[config.mk]
export PLATFORM = sky130hd
export DESIGN_NAME = xps2_rx
export DESIGN_NICKNAME = d
export VERILOG_FILES = /design/src/rtl/xps2_rx_pkg.sv /design/src/rtl/xps2_rx_xfifo.sv /design/src/rtl/xps2_rx.sv
export SDC_FILE = /design/constraint.sdc
export NUM_CORES = 1
export LEC_CHECK = 0
export CORE_ASPECT_RATIO = 0.9
export CORE_MARGIN = 3
export CORE_UTILIZATION = 49
export CTS_CLUSTER_DIAMETER = 50
export DETAILED_ROUTE_END_ITERATION = 7
export PLACE_DENSITY = 0.75
export SLEW_MARGIN = 20
export SYNTH_ARGS = -nofsm -noshare
export SYNTH_HDL_FRONTEND = slang
export SYNTH_SLANG_ARGS = --single-unit
[constraint.sdc]
create_clock -name clk -period 2.7 [get_ports clk]
set_input_delay 0.54 -clock clk [delete_from_list [all_inputs] [get_ports clk]]
set_output_delay 0.54 -clock clk [all_outputs]
set_load 0.1 [all_outputs]
[src/rtl/xps2_rx_pkg.sv]
// xps2_rx shared definitions: register offsets, STATUS/CTRL bit positions,
// receiver FSM state encoding and the FIFO count width helper.
package xps2_rx_pkg;

   // Register offsets (word index on data_addr)
   localparam logic [1:0] XPS2_DATA   = 2'd0;
   localparam logic [1:0] XPS2_STATUS = 2'd1;
   localparam logic [1:0] XPS2_CTRL   = 2'd2;
   localparam logic [1:0] XPS2_FLUSH  = 2'd3;

   // DATA register fields
   localparam int DATA_VLD_BIT = 8;

   // STATUS register bit indices
   localparam int STAT_NE      = 0;
   localparam int STAT_FULL    = 1;
   localparam int STAT_OVR     = 2;
   localparam int STAT_PERR    = 3;
   localparam int STAT_FERR    = 4;
   localparam int STAT_CNT_LSB = 8;

   // CTRL register bit indices
   localparam int CTRL_EN  = 0;
   localparam int CTRL_IRQ = 1;

   // Receiver FSM states
   typedef enum logic [1:0] {
      S_IDLE   = 2'd0,
      S_DATA   = 2'd1,
      S_PARITY = 2'd2,
      S_STOP   = 2'd3
   } xps2_state_t;

   // FIFO occupancy width: must hold the value DEPTH itself
   function automatic int xps2_cnt_w(input int depth);
      return $clog2(depth) + 1;
   endfunction

endpackage

[src/rtl/xps2_rx_xfifo.sv]
// Generic synchronous FIFO with push / pop / flush, full / empty / count and
// a combinational head output (0 when empty). A pop on empty is ignored; a
// push on full is accepted only if a pop happens in the same cycle. Flush
// wins over a simultaneous push or pop.
module xps2_rx_xfifo #(
   parameter int DEPTH = 8,
   parameter int WIDTH = 8,
   parameter int CW    = $clog2(DEPTH) + 1
) (
   input  logic             clk,
   input  logic             rst,
   input  logic             push_i,
   input  logic             pop_i,
   input  logic             flush_i,
   input  logic [WIDTH-1:0] wdata_i,
   output logic [WIDTH-1:0] head_o,
   output logic             full_o,
   output logic             empty_o,
   output logic [CW-1:0]    count_o
);

   localparam int            AW       = $clog2(DEPTH);
   localparam logic [CW-1:0] FULL_CNT = CW'(DEPTH);

   logic [WIDTH-1:0] mem_q [DEPTH];
   logic [AW-1:0]    wr_ptr_q, wr_ptr_d;
   logic [AW-1:0]    rd_ptr_q, rd_ptr_d;
   logic [CW-1:0]    count_q, count_d;
   logic             do_push, do_pop;

   assign empty_o = (count_q == '0);
   assign full_o  = (count_q == FULL_CNT);
   assign do_pop  = pop_i & ~empty_o;
   assign do_push = push_i & (~full_o | do_pop);
   assign head_o  = empty_o ? '0 : mem_q[rd_ptr_q];
   assign count_o = count_q;

   // Next-state for pointers and occupancy; pointers wrap naturally (DEPTH is 2^AW)
   always_comb begin
      wr_ptr_d = wr_ptr_q;
      rd_ptr_d = rd_ptr_q;
      count_d  = count_q;
      if (flush_i) begin
         wr_ptr_d = '0;
         rd_ptr_d = '0;
         count_d  = '0;
      end else begin
         if (do_push) wr_ptr_d = wr_ptr_q + 1'b1;
         if (do_pop)  rd_ptr_d = rd_ptr_q + 1'b1;
         count_d = count_q + CW'(do_push) - CW'(do_pop);
      end
   end

   // Control state registers
   always_ff @(posedge clk) begin
      if (rst) begin
         wr_ptr_q <= '0;
         rd_ptr_q <= '0;
         count_q  <= '0;
      end else begin
         wr_ptr_q <= wr_ptr_d;
         rd_ptr_q <= rd_ptr_d;
         count_q  <= count_d;
      end
   end

   // Storage array, written only on an accepted push (no reset needed)
   always_ff @(posedge clk) begin
      if (do_push && !flush_i) mem_q[wr_ptr_q] <= wdata_i;
   end

endmodule

[src/rtl/xps2_rx.sv]
// xps2_rx: memory-mapped PS/2 keyboard receiver. Synchronises the PS/2 pins,
// deserialises 11-bit frames on ps2_clk falling edges, checks odd parity and
// the stop bit, and queues good scancodes in a FIFO polled through DATA,
// STATUS, CTRL and FLUSH registers.
// Optional build macro XPS2_IRQ_EN adds a registered irq output and a stored
// CTRL.irq_en bit; without it CTRL bit1 reads 0 and there is no irq port.
module xps2_rx
   import xps2_rx_pkg::*;
#(
   parameter int DATA_W         = 32,
   parameter int FIFO_DEPTH     = 8,
   parameter int TIMEOUT_CYCLES = 100000
) (
   input  logic              clk,
   input  logic              rst,
   input  logic              ps2_clk,
   input  logic              ps2_data,
   input  logic              data_sel,
   input  logic              data_we,
   input  logic [1:0]        data_addr,
   input  logic [DATA_W-1:0] data_to_wr,
   output logic [DATA_W-1:0] data_to_rd
`ifdef XPS2_IRQ_EN
   ,
   output logic              irq
`endif
);

   localparam int            CW       = xps2_cnt_w(FIFO_DEPTH);
   localparam int            TW       = $clog2(TIMEOUT_CYCLES + 1);
   localparam logic [TW-1:0] TMO_LAST = TW'(TIMEOUT_CYCLES - 1);

   if ((FIFO_DEPTH < 2) || ((FIFO_DEPTH & (FIFO_DEPTH - 1)) != 0)) begin : g_bad_depth
      $error("xps2_rx: FIFO_DEPTH must be a power of two and at least 2");
   end

   // Pin synchronisers and edge history
   logic clk_s1_q, clk_s2_q, clk_prev_q;
   logic dat_s1_q, dat_s2_q;
   logic fall;

   // Receiver state
   xps2_state_t   state_q;
   logic [2:0]    bit_cnt_q;
   logic [TW-1:0] tmo_q;
   logic [7:0]    shreg_q;
   logic          par_q;
   logic          tmo_hit;
   logic          stop_seen, frame_ok;
   logic          frame_push, perr_set, ferr_set, ovr_set;

   // Control / status registers
   logic enable_q;
   logic ovr_q, perr_q, ferr_q;
`ifdef XPS2_IRQ_EN
   logic irq_en_q;
   logic irq_q;
`endif

   // Bus decode
   logic wr_status, wr_ctrl, wr_flush, rd_pop;

   // FIFO interface
   logic [7:0]    fifo_head;
   logic          fifo_full, fifo_empty;
   logic [CW-1:0] fifo_count;

   logic unused_wr_bits;
   assign unused_wr_bits = ^{data_to_wr[DATA_W-1:5], data_to_wr[1]};

   assign wr_status = data_sel & data_we  & (data_addr == XPS2_STATUS);
   assign wr_ctrl   = data_sel & data_we  & (data_addr == XPS2_CTRL);
   assign wr_flush  = data_sel & data_we  & (data_addr == XPS2_FLUSH);
   assign rd_pop    = data_sel & ~data_we & (data_addr == XPS2_DATA);

   // Two-flop synchronisers; idle-high reset so reset never manufactures a fall
   always_ff @(posedge clk) begin
      if (rst) begin
         clk_s1_q   <= 1'b1;
         clk_s2_q   <= 1'b1;
         clk_prev_q <= 1'b1;
         dat_s1_q   <= 1'b1;
         dat_s2_q   <= 1'b1;
      end else begin
         clk_s1_q   <= ps2_clk;
         clk_s2_q   <= clk_s1_q;
         clk_prev_q <= clk_s2_q;
         dat_s1_q   <= ps2_data;
         dat_s2_q   <= dat_s1_q;
      end
   end

   assign fall = clk_prev_q & ~clk_s2_q;

   // Frame completion and error strobes, evaluated in the cycle the stop bit falls
   assign stop_seen  = (state_q == S_STOP) & fall;
   assign frame_ok   = ^{shreg_q, par_q};
   assign tmo_hit    = (state_q != S_IDLE) & ~fall & (tmo_q == TMO_LAST);
   assign frame_push = stop_seen & dat_s2_q & frame_ok;
   assign perr_set   = stop_seen & dat_s2_q & ~frame_ok;
   assign ferr_set   = (stop_seen & ~dat_s2_q) | tmo_hit;
   assign ovr_set    = frame_push & fifo_full & ~rd_pop & ~wr_flush;

   // Receiver FSM with bit counter and mid-frame inactivity timeout
   always_ff @(posedge clk) begin
      if (rst) begin
         state_q   <= S_IDLE;
         bit_cnt_q <= '0;
         tmo_q     <= '0;
      end else begin
         case (state_q)
            S_IDLE: begin
               if (fall && !dat_s2_q && enable_q) begin
                  state_q   <= S_DATA;
                  bit_cnt_q <= '0;
               end
            end
            S_DATA: begin
               if (fall) begin
                  bit_cnt_q <= bit_cnt_q + 1'b1;
                  if (bit_cnt_q == 3'd7) state_q <= S_PARITY;
               end
            end
            S_PARITY: begin
               if (fall) state_q <= S_STOP;
            end
            S_STOP: begin
               if (fall) state_q <= S_IDLE;
            end
            default: state_q <= S_IDLE;
         endcase

         if ((state_q == S_IDLE) || fall) begin
            tmo_q <= '0;
         end else if (tmo_hit) begin
            tmo_q   <= '0;
            state_q <= S_IDLE;
         end else begin
            tmo_q <= tmo_q + 1'b1;
         end
      end
   end

   // Data shift register (LSB first) and captured parity bit
   always_ff @(posedge clk) begin
      if (fall && (state_q == S_DATA))   shreg_q <= {dat_s2_q, shreg_q[7:1]};
      if (fall && (state_q == S_PARITY)) par_q   <= dat_s2_q;
   end

   // Sticky error flags: a set in the same cycle as a W1C clear wins
   always_ff @(posedge clk) begin
      if (rst) begin
         ovr_q  <= 1'b0;
         perr_q <= 1'b0;
         ferr_q <= 1'b0;
      end else begin
         ovr_q  <= ovr_set  | (ovr_q  & ~(wr_status & data_to_wr[STAT_OVR]));
         perr_q <= perr_set | (perr_q & ~(wr_status & data_to_wr[STAT_PERR]));
         ferr_q <= ferr_set | (ferr_q & ~(wr_status & data_to_wr[STAT_FERR]));
      end
   end

   // CTRL register
   always_ff @(posedge clk) begin
      if (rst) begin
         enable_q <= 1'b1;
`ifdef XPS2_IRQ_EN
         irq_en_q <= 1'b0;
`endif
      end else if (wr_ctrl) begin
         enable_q <= data_to_wr[CTRL_EN];
`ifdef XPS2_IRQ_EN
         irq_en_q <= data_to_wr[CTRL_IRQ];
`endif
      end
   end

`ifdef XPS2_IRQ_EN
   // Registered interrupt: follows the enabled condition one clk later
   always_ff @(posedge clk) begin
      if (rst) irq_q <= 1'b0;
      else     irq_q <= irq_en_q & (~fifo_empty | ovr_q | perr_q | ferr_q);
   end

   assign irq = irq_q;
`endif

   xps2_rx_xfifo #(
      .DEPTH (FIFO_DEPTH),
      .WIDTH (8),
      .CW    (CW)
   ) u_fifo (
      .clk     (clk),
      .rst     (rst),
      .push_i  (frame_push),
      .pop_i   (rd_pop),
      .flush_i (wr_flush),
      .wdata_i (shreg_q),
      .head_o  (fifo_head),
      .full_o  (fifo_full),
      .empty_o (fifo_empty),
      .count_o (fifo_count)
   );

   // Combinational read mux; zero whenever the block is not selected
   always_comb begin
      data_to_rd = '0;
      if (data_sel) begin
         case (data_addr)
            XPS2_DATA: begin
               data_to_rd[7:0]          = fifo_head;
               data_to_rd[DATA_VLD_BIT] = ~fifo_empty;
            end
            XPS2_STATUS: begin
               data_to_rd[STAT_NE]                      = ~fifo_empty;
               data_to_rd[STAT_FULL]                    = fifo_full;
               data_to_rd[STAT_OVR]                     = ovr_q;
               data_to_rd[STAT_PERR]                    = perr_q;
               data_to_rd[STAT_FERR]                    = ferr_q;
               data_to_rd[STAT_CNT_LSB+7:STAT_CNT_LSB]  = 8'(fifo_count);
            end
            XPS2_CTRL: begin
               data_to_rd[CTRL_EN] = enable_q;
`ifdef XPS2_IRQ_EN
               data_to_rd[CTRL_IRQ] = irq_en_q;
`else
               data_to_rd[CTRL_IRQ] = 1'b0;
`endif
            end
            default: data_to_rd = '0;
         endcase
      end
   end

endmodule

## Word level (Yosys, flattened, before mapping)

Memory sizes are Yosys's and may differ from the RTL's. A register that Yosys moved wholly into a read port is not among the register bits.
Index checks and enable logic that the tools add are counted.

| word-level totals | value |
|---|---|
| bits in registers | 50 |
| bits in writable memories | 64 |
| input bits | 40 |
| output and inout port bits | 32 |
| logic and storage cells | 116 |
| memories | 1 |

Memory list:

| memory | words | bits a word | rd ports | clocked after memory_dff | wr ports | RTL line | RTL |
|---|---|---|---|---|---|---|---|
| u_fifo.mem_q | 8 | 8 | 1 | 1 | 1 | xps2_rx_xfifo.sv:25 | `logic [WIDTH-1:0] mem_q [DEPTH];` |

| cells by class | value |
|---|---|
| add/sub/neg operators | 6 |
| eq/ne operators | 11 |
| mux-type cells | 22 |
| bitwise logic cells | 42 |
| reductions and logical operators | 17 |

Operator list:

| kind | count |
|---|---|
| $and A1 B1 Y1 | 25 |
| $mux W3 | 6 |
| $add A17 B1 Y17 const B | 1 |
| $eq A17 B17 Y1 const B | 1 |
| $mux W2 | 7 |
| $mux W12 | 1 |
| $not A1 Y1 | 12 |
| $pmux W3 S2 | 2 |
| $add A3 B1 Y3 const B | 3 |
| $reduce_xor A9 Y1 | 1 |
| $eq A2 B2 Y1 const B | 4 |
| $mux W8 | 1 |
| $pmux W2 S4 | 1 |
| $pmux W2 S3 | 1 |
| $logic_and A1 B1 Y1 | 5 |
| $or A1 B1 Y1 | 5 |
| $add A4 B1 Y4 | 1 |
| $eq A2 B1 Y1 const B | 2 |
| $eq A4 B4 Y1 const B | 1 |
| $logic_not A2 Y1 | 2 |
| $logic_not A4 Y1 | 1 |
| $ne A2 B2 Y1 const B | 2 |
| $reduce_bool A2 Y1 | 2 |
| $sub A4 B1 Y4 | 1 |
| other kinds (8) | 10 |

## Longest topological paths before layout

| logic depth | value |
|---|---|
| word-level depth | 9 |
| mapped depth | 12 |
| mapped depth without buffers | 12 |

## Hierarchy

A second synthesis with hierarchy kept.

| unflattened totals | value |
|---|---|
| cells, all modules | 399 |
| area, all modules | 5216.3 µm² |

By module, submodules not included:

| module | times used | cells each | area each (µm²) | seq. area each (µm²) |
|---|---|---|---|---|
| xps2_rx_xfifo | 1 | 181 | 3154.3 | 2182.1 |
| xps2_rx | 1 | 218 | 2062.0 | 890.9 |

## Least setup slack after synthesis

No wires, ideal clock.

| timing path | value |
|---|---|
| kind | input port to output port |
| start point | in data_addr[1] |
| end point | out data_to_rd[8] |
| arrival time | 3308 ps |
| required time | 2160 ps |
| setup slack | -1148 ps |
| stages on the path | 4 |
| buffers on the path | 1 |
| cells stage by stage | buf_2 > nand2b_1 > or2_2 > a21boi_0 |

| on the way | value |
|---|---|
| cells in the longest elaborated chain, start to end | 3 |
| elaborated cells on any way between the ends | 4 |
| classes of those cells | 1 x eq/ne; 2 x mux; 1 x reduce/logical |

Ends and longest elaborated chain:

| what | RTL line | RTL |
|---|---|---|
| start: declaration | xps2_rx.sv:20 | `input logic [1:0] data_addr,` |
| $eq A2 B1 Y1 or $logic_not A2 Y1 (tied branches) | xps2_rx.sv:209 | `case (data_addr)` |
| $pmux W1 S2 (*) | xps2_rx.sv:209 |  |
| $mux W12 (*) | xps2_rx.sv:208 | `if (data_sel) begin` |
| end: declaration | xps2_rx.sv:22 | `output logic [DATA_W-1:0] data_to_rd` |

Every way passes the cells marked *; elsewhere a longest branch is shown, timed or not.

==> results.py <==
metrics = {
    "setup_path": {
        "path_cells": "buf_12 > mux4_2 > mux2i_2 > nor2_1 > o31a_1 > buf_12",
        "worstSetupPathType": "register to primary output",
        "critPathSlowestCell": "mux4_2",
        "crit_required_ps": 2160,
        "cp_slowest_stage_delay_ps": 510,
        "worstPathArrival_ps": 2180,
        "r2r_slack_ps": 280,
        "reg2reg_from": "u_fifo.count_o[3]",
        "r2r_cells": 11,
        "timing.rr.end": "u_fifo.count_o[2]",
        "worst_setup_path_end_kind": "primary output",
        "cp_max_fo": 11,
        "path_common_cell": "buf_12",
        "critPathLaunchType": "register",
    },
    "power": {
        "irDropWorstVdd_mv": 0.523,
        "p_leak_uw": 0.00232,
        "power_uw": 4340,
        "p_per_area_mw_per_mm2": 669,
    },
    "die": {
        "ioPinCount": 72,
        "core_mm2": 0.0103,
        "floorplan.initialDensity_pct": 50.7,
        "die_area_mm2": 0.0120,
        "die_h_um": 104,
        "die_x_um": 115,
        "rows": 35,
    },
    "sta": {
        "slew_viol_final": 0,
        "fin_crit_sh_pct": 101,
        "worst_slew_pin_slew_ps": 887,
        "grt_setup_unrepaired": "yes",
        "fin_skew_ps": 10.1,
        "finalHoldWorstSlack_ps": 417,
        "relSlewSlack_pct": 40.6,
        "post-route-min-period_ps": 2720,
        "setup_viol": 3,
        "fmaxAchievable_mhz": 368,
        "final-hold-violation-count": 0,
        "setup_ws_ps": -18.3,
    },
    "detailed_routing": {
        "wl_um": 9960,
        "remaining_drc_errors": 0,
        "ant_nets": 0,
        "vias_per_cell": 5.27,
        "wl_per_cell_um": 16.7,
        "dr_total_vias": 3146,
        "drtPass1Iterations": 4,
        "dr.first_iter.drc_count": 249,
    },
    "synthesis": {
        "syn_inst": 395,
        "yosysWarningCount": 0,
        "synth_cell_types": 59,
        "synth-edff-count": 73,
        "avgSynthCellArea_um2": 13.3,
        "synthFlopType": "edfxtp_1",
        "synth_common_cells": "edfxtp_1, nor2_1, dfxtp_1",
        "post-synth-top-area-cell": "edfxtp_1",
        "ys_async_sr_fraction_pct": 0,
        "yosysMostFrequentCell": "edfxtp_1",
        "syn_area_mm2": 0.00524,
        "synth_top_area_share_pct": 41.8,
        "ys_seq_elements": 117,
        "synth_area_leaders": "edfxtp_1, dfxtp_1, mux4_1",
        "yosysSeqAreaShare_pct": 58.6,
    },
    "clocking": {
        "clockBufferDepth": 2,
        "numCtsBuffers": 17,
        "clock-sinks": 117,
        "h-tree-depth": 4,
        "postCtsHoldBufs": 0,
        "clk_latency_ps": 420,
        "cts-root-buf": "clkbuf_16",
        "clk_pin_slew_ps": 60,
        "cts_tree": "done",
    },
    "place": {
        "dp_slack_ps": 3.88,
        "dp_hpwl_um": 6560,
        "post_dp_cell_area_mm2": 0.00583,
        "place.port_buffers": 23,
        "dp.cells": 563,
        "gp_congestion": 0.817,
    },
    "hold_path": {
        "hold_depth": 1,
        "min_to": "clk_s2_q",
        "hp-start": "clk_s1_q",
        "min_path_type": "register to register",
    },
    "status": {
        "run_status": "finished with violations",
        "violations": "negative setup slack",
    },
    "cells_and_area": {
        "area_growth_pct": 23.7,
        "instances_no_fill": 597,
        "final_layout_size_suffix_gt1_share_pct": 25.9,
        "diodes": 0,
        "nets": 507,
        "postLayoutCellArea_mm2": 0.00648,
    },
    "global_routing": {
        "grt_pass1_wl_um": 16500,
        "grt_max_degree": 18,
        "antenna_found_initial": 0,
        "grt.total_usage_pct": 18.2,
        "gr-total-overflow": 0,
        "first_global_vias": 3230,
    },
    "run": {
        "drv_cap": 0,
    },
}
## what timing repair did
item | 4_1_cts | 5_1_grt
hold endpoints to repair | 0 | 0
buffers inserted | 2 | 0
pin swaps | 2 | 0
endpoints found under the setup margin | 5 | 8
gates resized for setup | 12 | 4
## power by group
part	switching, uW	internal (uW)
Clock	819	1430
Sequential	3.49	1880
Combinational	161	36.8
## cells in the final DEF, fill, tap and decap left out, types with 8 or more instances in the layout
| cell | instances |
|---|---|
| or2_2 | 8 |
| dfxtp_1 | 42 |
| nor2_1 | 45 |
| ha_1 | 11 |
| mux4_1 | 11 |
| nand2_1 | 24 |
| xnor2_1 | 12 |
| buf_4 | 31 |
| conb_1 | 20 |
| clkbuf_16 | 19 |
| clkdlybuf4s50_1 | 11 |
| edfxtp_1 | 73 |
| xor2_1 | 11 |
| nand3_1 | 10 |
| buf_12 | 13 |
| inv_1 | 9 |
## worst max path at each step
stage	from	end	slack (ps)	cells past startpoint
final	register	data_to_rd[0]	-20	6
after global routing	register	data_to_rd[0]	-120	6
after CTS	register	data_to_rd[0]	-40	6
after detailed placement	data_we	u_fifo.count_o[3]	4	11
after global placement	data_we	u_fifo.count_o[3]	20	11
after floorplan	data_addr[1]	data_to_rd[5]	-250	5
## metal layers
layer | vias to the layer above | wire length (um) | track usage, %
met4 | 0 | 129 | 5.28
met5 | - | 0 | 0
li1 | 1527 | - | -
met1 | 1527 | 4440 | 23.2
met3 | 11 | 411 | 5.88
met2 | 81 | 4980 | 29.7
## logic make-up (layout without fill, tap and decap cells)
| logic type | count (synthesis) | after routing | synth area share [%] |
|---|---|---|---|
| adders and majority gates | 12 | 12 | 3.01 |
| and+or+nand+nor | 144 | 144 | 14.7 |
| other | 1 | 20 | 0.0715 |
| xor gates and xnor gates | 26 | 26 | 5.13 |
| buffers and inverters | 43 | 97 | 5.49 |
| AOI/OAI and AO/OA | 28 | 28 | 3.51 |
| muxes | 24 | 24 | 9.48 |
| DFF | 117 | 117 | 58.6 |
## stage by stage
step	utilization, %	setup TNS (ps)
6_report	62.7	-38.9
5_1_grt	62.7	-480
4_1_cts	62.6	-119
3_5_place_dp	56.4	0
3_3_place_gp	56.4	0
2_1_floorplan	-	-759
## critical path, delay by kind of cell, from the launching register on
family / cells / cell delay (ps)
simple gates: 1 / 80
buf+inv: 2 / 320
compound gates: 1 / 290
flops: 1 / 340
mux: 2 / 730
## layout make-up
| type | instances | area (um^2) |
|---|---|---|
| fill | 737 | 3850 |
| sequential | 117 | 3080 |
| multi-input combinational | 254 | 1990 |
| timing repair buffer | 55 | 603 |
| clock buffer | 21 | 503 |
| tap | 129 | 161 |
| clock inverter | 11 | 110 |
| inverter | 10 | 37.5 |
## sequential cells by signal, indices dropped and copies added, names as in the netlist, 2 cells and up, named ones only
name and cells:
tmo_q 17, state_q 2, u_fifo.mem_q 64, shreg_q 8, u_fifo.wr_ptr_q 3, bit_cnt_q 3, u_fifo.count_o 4, u_fifo.rd_ptr_q 3
(Power assumes the default switching activity.)
